File: config.mk
export PLATFORM = sky130hd
export DESIGN_NAME = msd_cmd_sched
export DESIGN_NICKNAME = d
export VERILOG_FILES = /design/src/rtl/msd_dimm_pkg.sv /design/src/rtl/msd_timing_cnt.sv /design/src/rtl/msd_cmd_sched.sv
export SDC_FILE = /design/constraint.sdc
export NUM_CORES = 1
export LEC_CHECK = 0
export CORE_MARGIN = 2
export CORE_UTILIZATION = 41
export DETAILED_ROUTE_END_ITERATION = 7
export GPL_ROUTABILITY_DRIVEN = 0
export GPL_TIMING_DRIVEN = 0
export PLACE_DENSITY = 0.75
export SYNTH_ARGS = -nofsm -noshare
export SYNTH_HDL_FRONTEND = slang
export SYNTH_SLANG_ARGS = --single-unit
File: constraint.sdc
create_clock -name clk -period 2 [get_ports clk]
set_clock_uncertainty 0.1 [all_clocks]
set_input_delay 0.5 -clock clk [delete_from_list [all_inputs] [get_ports clk]]
set_output_delay 0.5 -clock clk [all_outputs]
set_load 0.01 [all_outputs]
File: src/rtl/msd_dimm_pkg.sv
// Shared types, address layout and command encodings for the DDR5 command scheduler.
package msd_dimm_pkg;

  localparam int REQ_W   = 38;
  localparam int ADDR_W  = 36;
  localparam int BG_LSB  = 7;
  localparam int BG_W    = 3;
  localparam int BA_LSB  = 10;
  localparam int BA_W    = 2;
  localparam int COL_LSB = 12;
  localparam int COL_W   = 6;
  localparam int ROW_LSB = 18;
  localparam int ROW_W   = 16;

  typedef enum logic [1:0] {
    OP_RD  = 2'd0,
    OP_WR  = 2'd1,
    OP_IF  = 2'd2,
    OP_RSV = 2'd3
  } op_e;

  typedef enum logic [2:0] {
    CMD_NOP  = 3'd0,
    CMD_ACT0 = 3'd1,
    CMD_ACT1 = 3'd2,
    CMD_RD0  = 3'd3,
    CMD_RD1  = 3'd4,
    CMD_WR0  = 3'd5,
    CMD_WR1  = 3'd6,
    CMD_PRE  = 3'd7
  } cmd_e;

  typedef struct packed {
    op_e               op;
    logic [ADDR_W-1:0] addr;
  } req_t;

  typedef enum logic [3:0] {
    ST_IDLE,
    ST_ACT0,
    ST_ACT1,
    ST_WAIT_RCD,
    ST_CAS0,
    ST_CAS1,
    ST_WAIT_DATA,
    ST_PRE,
    ST_WAIT_RP
  } state_e;

  // Only writes use the WR pair; ifetch and the reserved op fall back to reads.
  function automatic cmd_e cas_cmd(input op_e op, input logic second);
    if (op == OP_WR) return second ? CMD_WR1 : CMD_WR0;
    return second ? CMD_RD1 : CMD_RD0;
  endfunction

endpackage

File: src/rtl/msd_timing_cnt.sv
// Loadable down-counter that parks at zero; zero_o marks an expired wait.
module msd_timing_cnt #(
  parameter int W = 8
) (
  input  logic         clk,
  input  logic         rst,
  input  logic         load_i,
  input  logic [W-1:0] load_val_i,
  output logic         zero_o
);

  logic [W-1:0] cnt_q;
  logic [W-1:0] cnt_d;

  always_comb begin
    cnt_d = cnt_q;
    if (load_i) begin
      cnt_d = load_val_i;
    end else if (cnt_q != '0) begin
      cnt_d = cnt_q - 1'b1;
    end
  end

  always_ff @(posedge clk) begin
    if (rst) begin
      cnt_q <= '0;
    end else begin
      cnt_q <= cnt_d;
    end
  end

  assign zero_o = (cnt_q == '0);

endmodule

File: src/rtl/msd_cmd_sched.sv
// Closed-page DDR5 command scheduler: one request at a time, ACT0/ACT1, CAS pair, PRE,
// with tRCD, CAS latency, burst, write recovery, tRAS and tRP enforced in clock cycles.
module msd_cmd_sched
  import msd_dimm_pkg::*;
#(
  parameter int TRCD   = 39,
  parameter int TCL    = 40,
  parameter int TCWL   = 38,
  parameter int TBURST = 8,
  parameter int TWR    = 48,
  parameter int TRAS   = 76,
  parameter int TRP    = 39,
  parameter int CNT_W  = 8
) (
  input  logic             clk,
  input  logic             rst,
  input  logic             req_valid,
  output logic             req_ready,
  input  logic [REQ_W-1:0] req_data,
  output logic             cmd_valid,
  output logic [2:0]       cmd_code,
  output logic [BG_W-1:0]  cmd_bg,
  output logic [BA_W-1:0]  cmd_ba,
  output logic [ROW_W-1:0] cmd_row,
  output logic [COL_W-1:0] cmd_col,
  output logic             cmpl_valid,
  output logic [1:0]       cmpl_op,
  output logic             op_err,
  output logic             busy
);

  localparam int CNT_MAX = (1 << CNT_W) - 1;
  localparam int RD_SPAN = TCL + TBURST;
  localparam int WR_SPAN = TCWL + TBURST + TWR;

  if (CNT_W < 2 || CNT_W > 30) begin : g_bad_cnt_w
    $fatal(1, "msd_cmd_sched: CNT_W out of range");
  end
  if (TRCD < 2 || TRP < 2 || RD_SPAN < 2 || WR_SPAN < 2 || TRAS < 0) begin : g_bad_min
    $fatal(1, "msd_cmd_sched: timing parameter below its minimum");
  end
  if (TRCD > CNT_MAX || TCL > CNT_MAX || TCWL > CNT_MAX || TBURST > CNT_MAX ||
      TWR > CNT_MAX || TRAS > CNT_MAX || TRP > CNT_MAX ||
      RD_SPAN > CNT_MAX || WR_SPAN > CNT_MAX) begin : g_bad_width
    $fatal(1, "msd_cmd_sched: timing parameter does not fit CNT_W");
  end

  // A wait state of length N is entered with the counter loaded to N-1; N==0 skips the state.
  localparam bit               RCD_WAIT = (TRCD >= 3);
  localparam bit               RP_WAIT  = (TRP >= 3);
  localparam bit               RD_SHORT = (RD_SPAN <= 2);
  localparam bit               WR_SHORT = (WR_SPAN <= 2);
  localparam logic [CNT_W-1:0] RCD_LOAD = CNT_W'(RCD_WAIT ? TRCD - 3 : 0);
  localparam logic [CNT_W-1:0] RP_LOAD  = CNT_W'(RP_WAIT ? TRP - 3 : 0);
  localparam logic [CNT_W-1:0] RD_LOAD  = CNT_W'(RD_SHORT ? 0 : RD_SPAN - 3);
  localparam logic [CNT_W-1:0] WR_LOAD  = CNT_W'(WR_SHORT ? 0 : WR_SPAN - 3);
  localparam logic [CNT_W-1:0] RAS_THR  = CNT_W'(TRAS >= 1 ? TRAS - 1 : 0);

  state_e state_q, state_d;
  req_t   req_in;

  op_e              op_q;
  logic [BG_W-1:0]  bg_q;
  logic [BA_W-1:0]  ba_q;
  logic [ROW_W-1:0] row_q;
  logic [COL_W-1:0] col_q;
  logic [CNT_W-1:0] ras_q;

  logic             accept;
  logic             is_wr;
  logic             ras_ok;
  logic             data_short;
  logic             wait_load;
  logic [CNT_W-1:0] wait_load_val;
  logic             wait_zero;

  logic req_ready_q, req_ready_d;
  logic cmd_valid_q, cmd_valid_d;
  cmd_e cmd_code_q, cmd_code_d;
  logic cmpl_valid_q, cmpl_valid_d;
  op_e  cmpl_op_q, cmpl_op_d;
  logic op_err_q, op_err_d;
  logic busy_q, busy_d;

  logic unused_addr_bits;

  assign req_in           = req_t'(req_data);
  assign unused_addr_bits = ^{req_in.addr[BG_LSB-1:0], req_in.addr[ADDR_W-1:ROW_LSB+ROW_W]};

  assign accept     = (state_q == ST_IDLE) && req_valid;
  assign is_wr      = (op_q == OP_WR);
  assign data_short = is_wr ? WR_SHORT : RD_SHORT;
  // ras_q counts cycles since ACT0, so ras_q >= TRAS-1 lets PRE land at A0+TRAS or later.
  assign ras_ok     = (ras_q >= RAS_THR);

  msd_timing_cnt #(
    .W (CNT_W)
  ) u_wait_cnt (
    .clk        (clk),
    .rst        (rst),
    .load_i     (wait_load),
    .load_val_i (wait_load_val),
    .zero_o     (wait_zero)
  );

  always_ff @(posedge clk) begin
    if (rst) begin
      state_q <= ST_IDLE;
    end else begin
      state_q <= state_d;
    end
  end

  always_comb begin
    state_d       = state_q;
    wait_load     = 1'b0;
    wait_load_val = '0;
    case (state_q)
      ST_IDLE: begin
        if (req_valid) state_d = ST_ACT0;
      end
      ST_ACT0: state_d = ST_ACT1;
      ST_ACT1: begin
        if (RCD_WAIT) begin
          state_d       = ST_WAIT_RCD;
          wait_load     = 1'b1;
          wait_load_val = RCD_LOAD;
        end else begin
          state_d = ST_CAS0;
        end
      end
      ST_WAIT_RCD: begin
        if (wait_zero) state_d = ST_CAS0;
      end
      ST_CAS0: state_d = ST_CAS1;
      ST_CAS1: begin
        if (data_short && ras_ok) begin
          state_d = ST_PRE;
        end else begin
          state_d       = ST_WAIT_DATA;
          wait_load     = 1'b1;
          wait_load_val = is_wr ? WR_LOAD : RD_LOAD;
        end
      end
      ST_WAIT_DATA: begin
        if (wait_zero && ras_ok) state_d = ST_PRE;
      end
      ST_PRE: begin
        if (RP_WAIT) begin
          state_d       = ST_WAIT_RP;
          wait_load     = 1'b1;
          wait_load_val = RP_LOAD;
        end else begin
          state_d = ST_IDLE;
        end
      end
      ST_WAIT_RP: begin
        if (wait_zero) state_d = ST_IDLE;
      end
      default: state_d = ST_IDLE;
    endcase
  end

  // Outputs are registered from the next state so they line up with the state they describe.
  always_comb begin
    cmd_code_d = CMD_NOP;
    case (state_d)
      ST_ACT0: cmd_code_d = CMD_ACT0;
      ST_ACT1: cmd_code_d = CMD_ACT1;
      ST_CAS0: cmd_code_d = cas_cmd(op_q, 1'b0);
      ST_CAS1: cmd_code_d = cas_cmd(op_q, 1'b1);
      ST_PRE:  cmd_code_d = CMD_PRE;
      default: cmd_code_d = CMD_NOP;
    endcase
    cmd_valid_d  = (cmd_code_d != CMD_NOP);
    cmpl_valid_d = (state_d == ST_PRE);
    cmpl_op_d    = cmpl_valid_d ? op_q : OP_RD;
    op_err_d     = accept && (req_in.op == OP_RSV);
    req_ready_d  = (state_d == ST_IDLE);
    busy_d       = (state_d != ST_IDLE);
  end

  always_ff @(posedge clk) begin
    if (rst) begin
      op_q         <= OP_RD;
      bg_q         <= '0;
      ba_q         <= '0;
      row_q        <= '0;
      col_q        <= '0;
      ras_q        <= '0;
      req_ready_q  <= 1'b1;
      cmd_valid_q  <= 1'b0;
      cmd_code_q   <= CMD_NOP;
      cmpl_valid_q <= 1'b0;
      cmpl_op_q    <= OP_RD;
      op_err_q     <= 1'b0;
      busy_q       <= 1'b0;
    end else begin
      if (accept) begin
        op_q  <= req_in.op;
        bg_q  <= req_in.addr[BG_LSB +: BG_W];
        ba_q  <= req_in.addr[BA_LSB +: BA_W];
        row_q <= req_in.addr[ROW_LSB +: ROW_W];
        col_q <= req_in.addr[COL_LSB +: COL_W];
      end
      if (state_d == ST_ACT0) begin
        ras_q <= '0;
      end else if (ras_q != '1) begin
        ras_q <= ras_q + 1'b1;
      end
      req_ready_q  <= req_ready_d;
      cmd_valid_q  <= cmd_valid_d;
      cmd_code_q   <= cmd_code_d;
      cmpl_valid_q <= cmpl_valid_d;
      cmpl_op_q    <= cmpl_op_d;
      op_err_q     <= op_err_d;
      busy_q       <= busy_d;
    end
  end

  assign req_ready  = req_ready_q;
  assign cmd_valid  = cmd_valid_q;
  assign cmd_code   = cmd_code_q;
  assign cmd_bg     = bg_q;
  assign cmd_ba     = ba_q;
  assign cmd_row    = row_q;
  assign cmd_col    = col_q;
  assign cmpl_valid = cmpl_valid_q;
  assign cmpl_op    = cmpl_op_q;
  assign op_err     = op_err_q;
  assign busy       = busy_q;

endmodule

==> results of run 1 <==
-- flip-flops by register name, indices dropped and copies added (netlist names) --
name / cells
cmd_row: 16
cmd_ba: 2
cmd_bg: 3
op_err: 1
req_ready: 1
cmpl_valid: 1
cmpl_op: 2
op_q: 2
state_q: 4
u_wait_cnt.cnt_q: 8
busy: 1
cmd_code: 3
cmd_valid: 1
cmd_col: 6
ras_q: 8
-- area by class of cell --
| cell class | count | area [um2] | share of cell area [%] |
|---|---|---|---|
| inverters | 7 | 31.3 | 0.892 |
| flip-flops and latches | 59 | 1190 | 33.9 |
| clock buffers | 11 | 141 | 4.03 |
| clock inverters | 3 | 40.0 | 1.14 |
| repair buffers | 74 | 726 | 20.7 |
| well taps | 75 | 93.8 | 2.68 |
| plain buffers | 16 | 67.6 | 1.93 |
| multi-input cells | 217 | 1220 | 34.7 |
-- routing by layer --
metal	vias to the layer above	GRT usage [%]
li1	1185	-
met1	1054	24.7
met2	62	30.0
met3	14	6.11
met4	0	11.0
met5	-	0
-- final timing paths --
check | from | endpoint | slack, ns
max | u_wait_cnt.cnt_q[0] | cmd_code[1] | 0.06
min | cmd_col[2] | cmd_col[2] | 0.35
max reg2reg | u_wait_cnt.cnt_q[0] | cmd_code[1] | 0.06
min reg2reg | cmd_col[2] | cmd_col[2] | 0.35
-- cells by family (layout without fill, tap and decap cells) --
logic type | after synthesis | after routing | share of synthesized area, %
buffers and inverters | 24 | 111 | 3.95
XOR/XNOR | 8 | 8 | 2.87
multiplexers | 3 | 3 | 1.23
adder cells (fa/ha/maj) | 3 | 3 | 1.54
flip-flops | 59 | 59 | 48.5
AND/OR/NAND/NOR | 135 | 135 | 25.5
AO/OA/AOI/OAI | 68 | 68 | 16.4
-- worst max-delay path, delay by kind of cell (launching register included) --
family,cells,cell delay [ns]
compound gates,3,0.63
fa+ha+maj,1,0.12
buf+inv,2,0.25
flops,1,0.36
simple gates,2,0.39
-- timing repair --
item,CTS,global route
pin swaps,0,5
buffers inserted,0,6
endpoints found under the setup margin,13,15
resized for setup,4,19
-- synth_stat cells, types with 3 or more instances --
library cell | number | area (um2)
clkbuf_1 | 14 | 52.6
nor3_1 | 8 | 40.0
dfxtp_1 | 59 | 1180
nand2_1 | 76 | 285
o21ai_0 | 6 | 30.0
mux2i_1 | 3 | 30.0
xor2_1 | 5 | 43.8
xnor2_1 | 3 | 26.3
nand3_1 | 7 | 35.0
inv_1 | 7 | 26.3
o21a_1 | 3 | 22.5
a21o_1 | 4 | 30.0
nor2_1 | 21 | 78.8
a21oi_1 | 42 | 210
ha_1 | 3 | 37.5
-- power by group --
| group | leakage, nW | internal, mW | switching [mW] | total [mW] |
|---|---|---|---|---|
| sequential | 0.484 | 1.33 | 0.131 | 1.46 |
| combinational | 0.750 | 0.598 | 0.567 | 1.17 |
| clock | 0.0950 | 0.591 | 0.432 | 1.02 |
| total | 1.33 | 2.52 | 1.13 | 3.65 |
==> metrics.txt, run 1 <==
post-synthesis sequential area ratio=48.5%; Syn Area/Cell=~8 um2; sequence of cells on the critical path=inv_4 -> ha_4 -> nor3b_4 -> nand2_2 -> a311oi_4 -> buf_4 -> a21oi_1 -> o22ai_1; relative slew slack=63.8%; Final Cycle Share=97.1%; Post-synth EDFFs=0; cts hold-fix bufs=0; synthesis-to-layout area growth=43.9%; HP Class=reg2reg; setup TNS=0 ns; commonest non-fill, non-tap cells in the layout=nand2_1, clkdlybuf4s50_1, dfxtp_1; VDD IR max=0.482 mV; DRT met1 WL=2670 um; Cells after DPL=roughly 440; worst skew pair latency=0.33 ns; Fmax=~0.51 GHz; Final ANT Viol Nets=0; # DRC=0; hold slack=0.353 ns; initial antenna violation count=0; Worst path max stage delay=approximately 0.45 ns; Die Y=81.1 um; io pins=78; crit path time final=between 1.5 and 2 ns; Slew Limit Fails=0; detailed-route wire length=6080 um; predominant post-synthesis flop cell=dfxtp_1; Layout Utilization=60.3%; Max Cap Viol=0; Crit Path Class=reg2reg; Worst-path clk slew=0.06 ns; CTS tree=done; Setup-failing EPs final=0; Ys Warns=0; Starting Density=41.9%; placed instance area=around 3200 um2; vias per cell=5.01; Placement Setup Slack=-0.239 ns; Tot Pwr=3.65 mW; diode count=0; most common cell after layout, fill and taps aside=nand2_1; CP max FO=6; reg2reg path depth=8; Die ar.=about 6600 um2; worst-margin pin slew=roughly 0.54 ns; Startpoint Class=register; Setup WS post-layout=0.0579 ns; # nets final=428; gr ovfl total=0; final hold vios=0; DP HPWL=between 4000 and 5000 um; top routing layer in use=met4; metal2 WL=2950 um; status=completed; arrival time worst endpoint=roughly 2.1 ns; Synth Instances=300; post-DR wirelength/cell=between 10 and 15 um; syn nets=344; I/O Buffers=68; critical path required time=2.15 ns; met3 WL=between 300 and 400 um; Tot GR Track Use=approximately 20%; clock root buffer=clkbuf_8; vias post-DR=2315; Setup crit end kind=register; total CTS buffers=9; share of layout cells above drive strength 1=around 11%; number of synthesized register bits=59; largest net degree at the start of global routing=11; vias in the first global route=between 2000 and 2500; Static Leakage=between 1 and 1.5 nW; final instance area=3510 um2; Fillers=roughly 550; Cell Pwr Density=1040 nW/um2; H-tree depth=3; Rows=28; Unique masters post-synth=43; Core Box Area=5820 um2; Mapped Area=around 2400 um2; Iter 0 DRT Violations=155; maximum clock path buffer count=2; Synth async-reset ratio=0%; die width=81.1 um; TritonRoute pass-1 iters=5; non-filler instance count after layout=462; first-pass GRT wire length=9940 um; hold depth=2; crit path max-delay cell type=a311oi_4; clock sinks=59
Power figures use the tool's default switching activity.
==> inputs of run 2 (changes only) <==
- CORE_MARGIN: 2 -> unset
- CTS_CLUSTER_SIZE: unset -> 40
==> metrics.txt, run 2 (synthesized netlist as in run 1, its figures left out) <==
status=completed; # DRC=0; diode count=0; setup TNS=0 ns; synthesis-to-layout area growth=42.6%; maximum clock path buffer count=2; TritonRoute pass-1 iters=4; Net Switching=1.16 mW; Fmax=0.521 GHz; detailed-route wire length=5830 um; cts hold-fix bufs=0; power share of the clock group=28.3%; first-pass GRT wire length=9490 um; Static Leakage=roughly 1.3 nW; Tot GR Track Use=~20%; crit path time final=1.92 ns; Starting Density=between 40% and 50%; Worst path max stage delay=0.50 ns; most common cell after layout, fill and taps aside=nand2_1; relative slew slack=between 60% and 70%; total CTS buffers=9; die width=79.1 um; Die Y=around 79 um; post-DR wirelength/cell=12.7 um; io pins=78; reg2reg setup slack=0.08 ns; arrival time worst endpoint=2.02 ns; worst-margin pin slew=between 0.5 and 0.6 ns; clock sinks=59; Slew Limit Fails=0; Final ANT Viol Nets=0; critical path required time=about 2.1 ns; sequence of cells on the critical path=buf_4 -> or3b_2 -> a21o_2 -> a22oi_2 -> o21a_1 -> nor3_1; commonest non-fill, non-tap cells in the layout=nand2_1, clkdlybuf4s50_1, dfxtp_1; CTS tree=done; Setup crit end kind=register; initial antenna violation count=0; Setup-failing EPs final=0; # nets final=424; Reg power frac=around 40%; Max Cap Viol=0; final hold vios=0; Crit Path Class=reg2reg; placed instance area=3210 um2; non-filler instance count after layout=457; largest net degree at the start of global routing=12; DP HPWL=4210 um; vias post-DR=2311; H-tree depth=3; logic gate share of total power=between 30% and 40%; Worst Path Buf+Inv=1; internal power=2.38 mW; Cell Pwr Density=1020 nW/um2; share of layout cells above drive strength 1=11.4%; HP Class=reg2reg; worst skew pair latency=0.33 ns; met2 Use GR=30.9%; Final Cycle Share=95.9%; Cells after DPL=440; Fillers=536; final instance area=between 3000 and 4000 um2; crit path max-delay cell type=or3b_2; clock root buffer=clkbuf_8; Rows=27; Crit path max-delay family=compound AO/OA/AOI/OAI gates; vias in the first global route=2117; CP max FO=10; GRT busiest layer=met2; VDD IR max=0.561 mV; Die ar.=6260 um2; grt met3 use=between 5 and 6%; Startpoint Class=register; Iter 0 DRT Violations=90; vias per cell=between 5 and 6; Worst-path clk slew=0.07 ns; Sw Share=between 30% and 40%; Core Box Area=5610 um2; gr ovfl total=0; max reg flops=16; I/O Buffers=68; met1 GRT Util=24.0%
run 2: cell count changes in the layout (fill, tap and decap cells not counted), moves of 2 or more:
cell	delta
buf_4	-4
clkinvlp_4	+3
inv_2	+2
inv_4	-2
run 2: power groups by stage:
stage	clock network [mW]	registers [mW]	logic (mW)
finish	1.00	1.45	1.08
global placement	0	1.45	0.987
detailed placement	0	1.46	1.01
floorplan	0	1.47	0.661
global route	1.08	1.48	1.20
CTS	1.02	1.44	1.03
run 2: area by class of cell:
cell class / count / area [um2] / area share [%]
multi-input combinational: 217 / 1220 / 35.1
clock buffer: 11 / 151 / 4.36
timing repair buffer: 70 / 696 / 20.0
tap: 72 / 90.1 / 2.59
inverter: 7 / 26.3 / 0.756
sequential: 59 / 1190 / 34.2
buffer: 16 / 67.6 / 1.94
clock inverter: 5 / 36.3 / 1.04
run 2: layer usage:
metal  vias up  share of wire [%]
li1       1174                  -
met1      1074                 45
met2        53                 48
met3        10                5.0
met4         0                1.9
met5         -                  0
run 2: repair_timing:
action / CTS / global route
setup endpoints to repair: 11 / 11
gates resized for setup: 4 / 18
pin swaps: 0 / 7
setup buffers: 0 / 2
hold endpoints to repair: 0 / 0
run 2: path summary, 6_finish.rpt:
path              startpoint  cells past startpoint                  end
setup / recovery  state_q[1]                      6  u_wait_cnt.cnt_q[1]
hold / removal     cmd_ba[0]                      2            cmd_ba[0]
setup reg to reg  state_q[1]                      6  u_wait_cnt.cnt_q[1]
hold reg to reg    cmd_ba[0]                      2            cmd_ba[0]
run 2: per-stage QoR:
step | hold WS (ns) | setup WS (ns) | util [%] | power, mW
global placement | 0.341 | -0.201 | 57.2 | 2.44
floorplan | 0.332 | 0.0865 | - | 2.13
detailed placement | 0.347 | -0.252 | 57.2 | 2.47
global route | 0.377 | -0.00151 | 62.0 | 3.75
finish | 0.354 | 0.0813 | 62.0 | 3.54
CTS | 0.358 | 0.00817 | 60.9 | 3.49
run 2: worst min-delay path, stage by stage, from the launching register on:
cell and delay [ns]:
dfxtp_1 0.31, nand2_1 0.05, a21oi_1 0.05
==> RTL edit, RTL diff (settings of run 1) <==
Make the reset (`rst`) asynchronous in 3 clocked blocks.
--- a/src/rtl/msd_timing_cnt.sv
+++ b/src/rtl/msd_timing_cnt.sv
@@ -21,7 +21,7 @@
     end
   end
 
-  always_ff @(posedge clk) begin
+  always_ff @(posedge clk or posedge rst) begin
     if (rst) begin
       cnt_q <= '0;
     end else begin
--- a/src/rtl/msd_cmd_sched.sv
+++ b/src/rtl/msd_cmd_sched.sv
@@ -103,7 +103,7 @@
     .zero_o     (wait_zero)
   );
 
-  always_ff @(posedge clk) begin
+  always_ff @(posedge clk or posedge rst) begin
     if (rst) begin
       state_q <= ST_IDLE;
     end else begin
@@ -180,7 +180,7 @@
     busy_d       = (state_d != ST_IDLE);
   end
 
-  always_ff @(posedge clk) begin
+  always_ff @(posedge clk or posedge rst) begin
     if (rst) begin
       op_q         <= OP_RD;
       bg_q         <= '0;
Function: differs if rst is asserted again (counterexample within 4 cycles, from zero or initial values and one cycle with rst high); with rst held inactive, the same outputs for 10 cycles.
==> RTL edit against run 1 <==
- critical path depth fell by 3
- sequential cell count did not move
- global-route usage fell by 1.3 points
- critical path type is now primary input to flip-flop
- routed wire length rose by 0.12%
- combinational power rose by 91%
- sequential share of layout area rose by 5.7 points
- total power rose by 58%
- synthesized area rose by 8.0%
- setup slack improved by 0.034 ns
- highest routed layer unchanged
- design area rose by 6.5%
- register-to-register slack improved by 0.07 ns
==> RTL edit: results (changes against run 1) <==
** Synthesis
- Cell count after synthesis :: 286 (-4.7%)
- The most used flip-flop cell after synthesis is dfrtp_1.
- Net Count, Synth :: 330 (-4.1%)
- The async set or reset register ratio after synthesis is 1.000 (+1.000).
- The commonest cells after synthesis are nand2_1 (99), dfrtp_1 (58), nor2_1 (18).
- The sequential cell area fraction in the yosys report was 0.5616 (+0.07698).
- Unique cell type count in the Yosys netlist :: 42 (-2.3%)
- Cell types occupying the most area after synthesis :: dfrtp_1 (55%), nand2_1 (14%), nor2_1 (2.6%)

** Cells and area
- The clock buffer and inverter area fraction after layout came to 0.07033 (+0.01860).
- Area growth from synthesis to layout :: 41.99%
- Filler cells :: 536 (-3.2%)
- Sequential cell count :: 59 (unchanged)
- The multi-input combinational cell count came to 209 (-3.7%).
- The multi-input gate share of the layout cell area came to 0.2994 (-0.04809).
- The area used by multi-input combinational logic was 0.001119 mm2 (-8.2%).
- Share of layout cells above drive strength 1 :: 0.09189 (-0.02180)
- Plain + repair buffers :: 80 (-11%)
- The area share of buffers outside the clock network is 0.2009 (-0.02525).
- The count of clock buffers in the final design came to 10 (-1).
- The register share of the cell area is 0.3955 (+0.05659).
- The final net count was 410 (-4.2%).

** Placed design
- The port buffer count is 68 (unchanged).
- Detailed placer's ending HPWL :: 4080 um (-2.5%)
- The placed standard-cell area is 0.003412 mm2 (+6.2%).
- Worst slack at placement :: -0.3490 ns (-0.1100 ns)
- The cell total after placement was 431 (-2.7%).

** Power and ir drop
- The clock-net power is 0.00145 W (+42%).
- Internal Power :: 0.003800 W (+51%)
- Clock network power share :: 0.251 (-0.030)
- The leakage power summed over all cells came to 1.780 nW (+34%).
- The share of total power in combinational logic came to 0.388 (+0.068).
- Worst vdd rail ir drop :: 858.7 uV (+78%)

** Global routing
- GRT Overall Usage :: 0.1839 (-0.01293)
- GRT met1 Usage :: 0.2357 (-0.01101)
- The met2 track utilization from global routing came to 0.2792 (-0.02078).
- Pin count of the biggest net entering global routing :: 60 (+49)
- Met3 track utilization from global routing :: 0.08210 (+0.02099)

** STA
- The worst slew slack as a fraction of its limit is 0.4754 (-0.1623).

** Detailed routing
- The met1 layer wirelength in the final routing came to 2679 um (+0.53%).
- Met2 layer wire length in the routed design :: 2793 um (-5.3%)
- Vias per cell :: 5.087 (+1.5%)
- DRC marker count from the first detailed-route iteration :: 127 (-18%)
- The post-detailed-routing wire length is 6084 um (+0.12%).
- The via total after detailed routing came to 2274 (-1.8%).

** Setup path
- Largest driver fanout on the critical path :: 5 (-1)

** Hold path
- Path type of the worst min-delay path :: flip-flop to flip-flop

** CTS
- Clock buffer depth :: 2 (unchanged)

** Run status
- The flow ran to the end, and the final reports show no timing, DRC or antenna violations.
## RTL edit: cell types whose count changed in the layout (fill, tap and decap cells not counted), moves of 4 or more
cell	change
buf_4	-7
dfrtp_1	+58
a31oi_1	+4
clkbuf_1	-7
and3_1	+4
a21oi_1	-32
o21ai_0	+4
nand2_1	+24
nor2_1	-4
dfxtp_1	-57
## RTL edit: final timing paths
kind / from / to / slack [ns] / cells past startpoint
max in group asynchronous: rst / req_ready$_DFF_PP1_ / 0.82 / 3
hold / removal: cmd_row[8]$_DFFE_PP0P_ / cmd_row[8]$_DFFE_PP0P_ / 0.37 / 2
setup reg to reg: u_wait_cnt.cnt_q[4]$_DFFE_PP0P_ / busy$_DFF_PP0_ / 0.13 / 5
min in group asynchronous: rst / u_wait_cnt.cnt_q[4]$_DFFE_PP0P_ / 0.39 / 2
hold reg to reg: cmd_row[8]$_DFFE_PP0P_ / cmd_row[8]$_DFFE_PP0P_ / 0.37 / 2
setup / recovery: req_valid / cmd_code[2]$_DFF_PP0_ / 0.09 / 5
## RTL edit: logic make-up (layout without fill, tap and decap cells)
group	count (synthesis)	after routing	share of synthesized area
AOI/OAI and AO/OA	42	42	0.1013
xor gates and xnor gates	8	8	0.02663
adders and majority gates	3	3	0.01427
buffers and inverters	18	102	0.02615
DFF	59	59	0.5616
muxes	2	2	0.007608
and+or+nand+nor	154	154	0.2625
## RTL edit: worst max-delay path: stages
cell             delay [ns]
clkdlybuf4s50_1        0.55
nor3_1                 0.06
a2111oi_0              0.68
nor3_4                 0.13
a21oi_1                0.16
## RTL edit: what timing repair did
item / CTS / global route
hold buffers: 0 / 0
endpoints found under the setup margin: 0 / 40
gates resized for setup: 0 / 16
setup buffers: 0 / 0
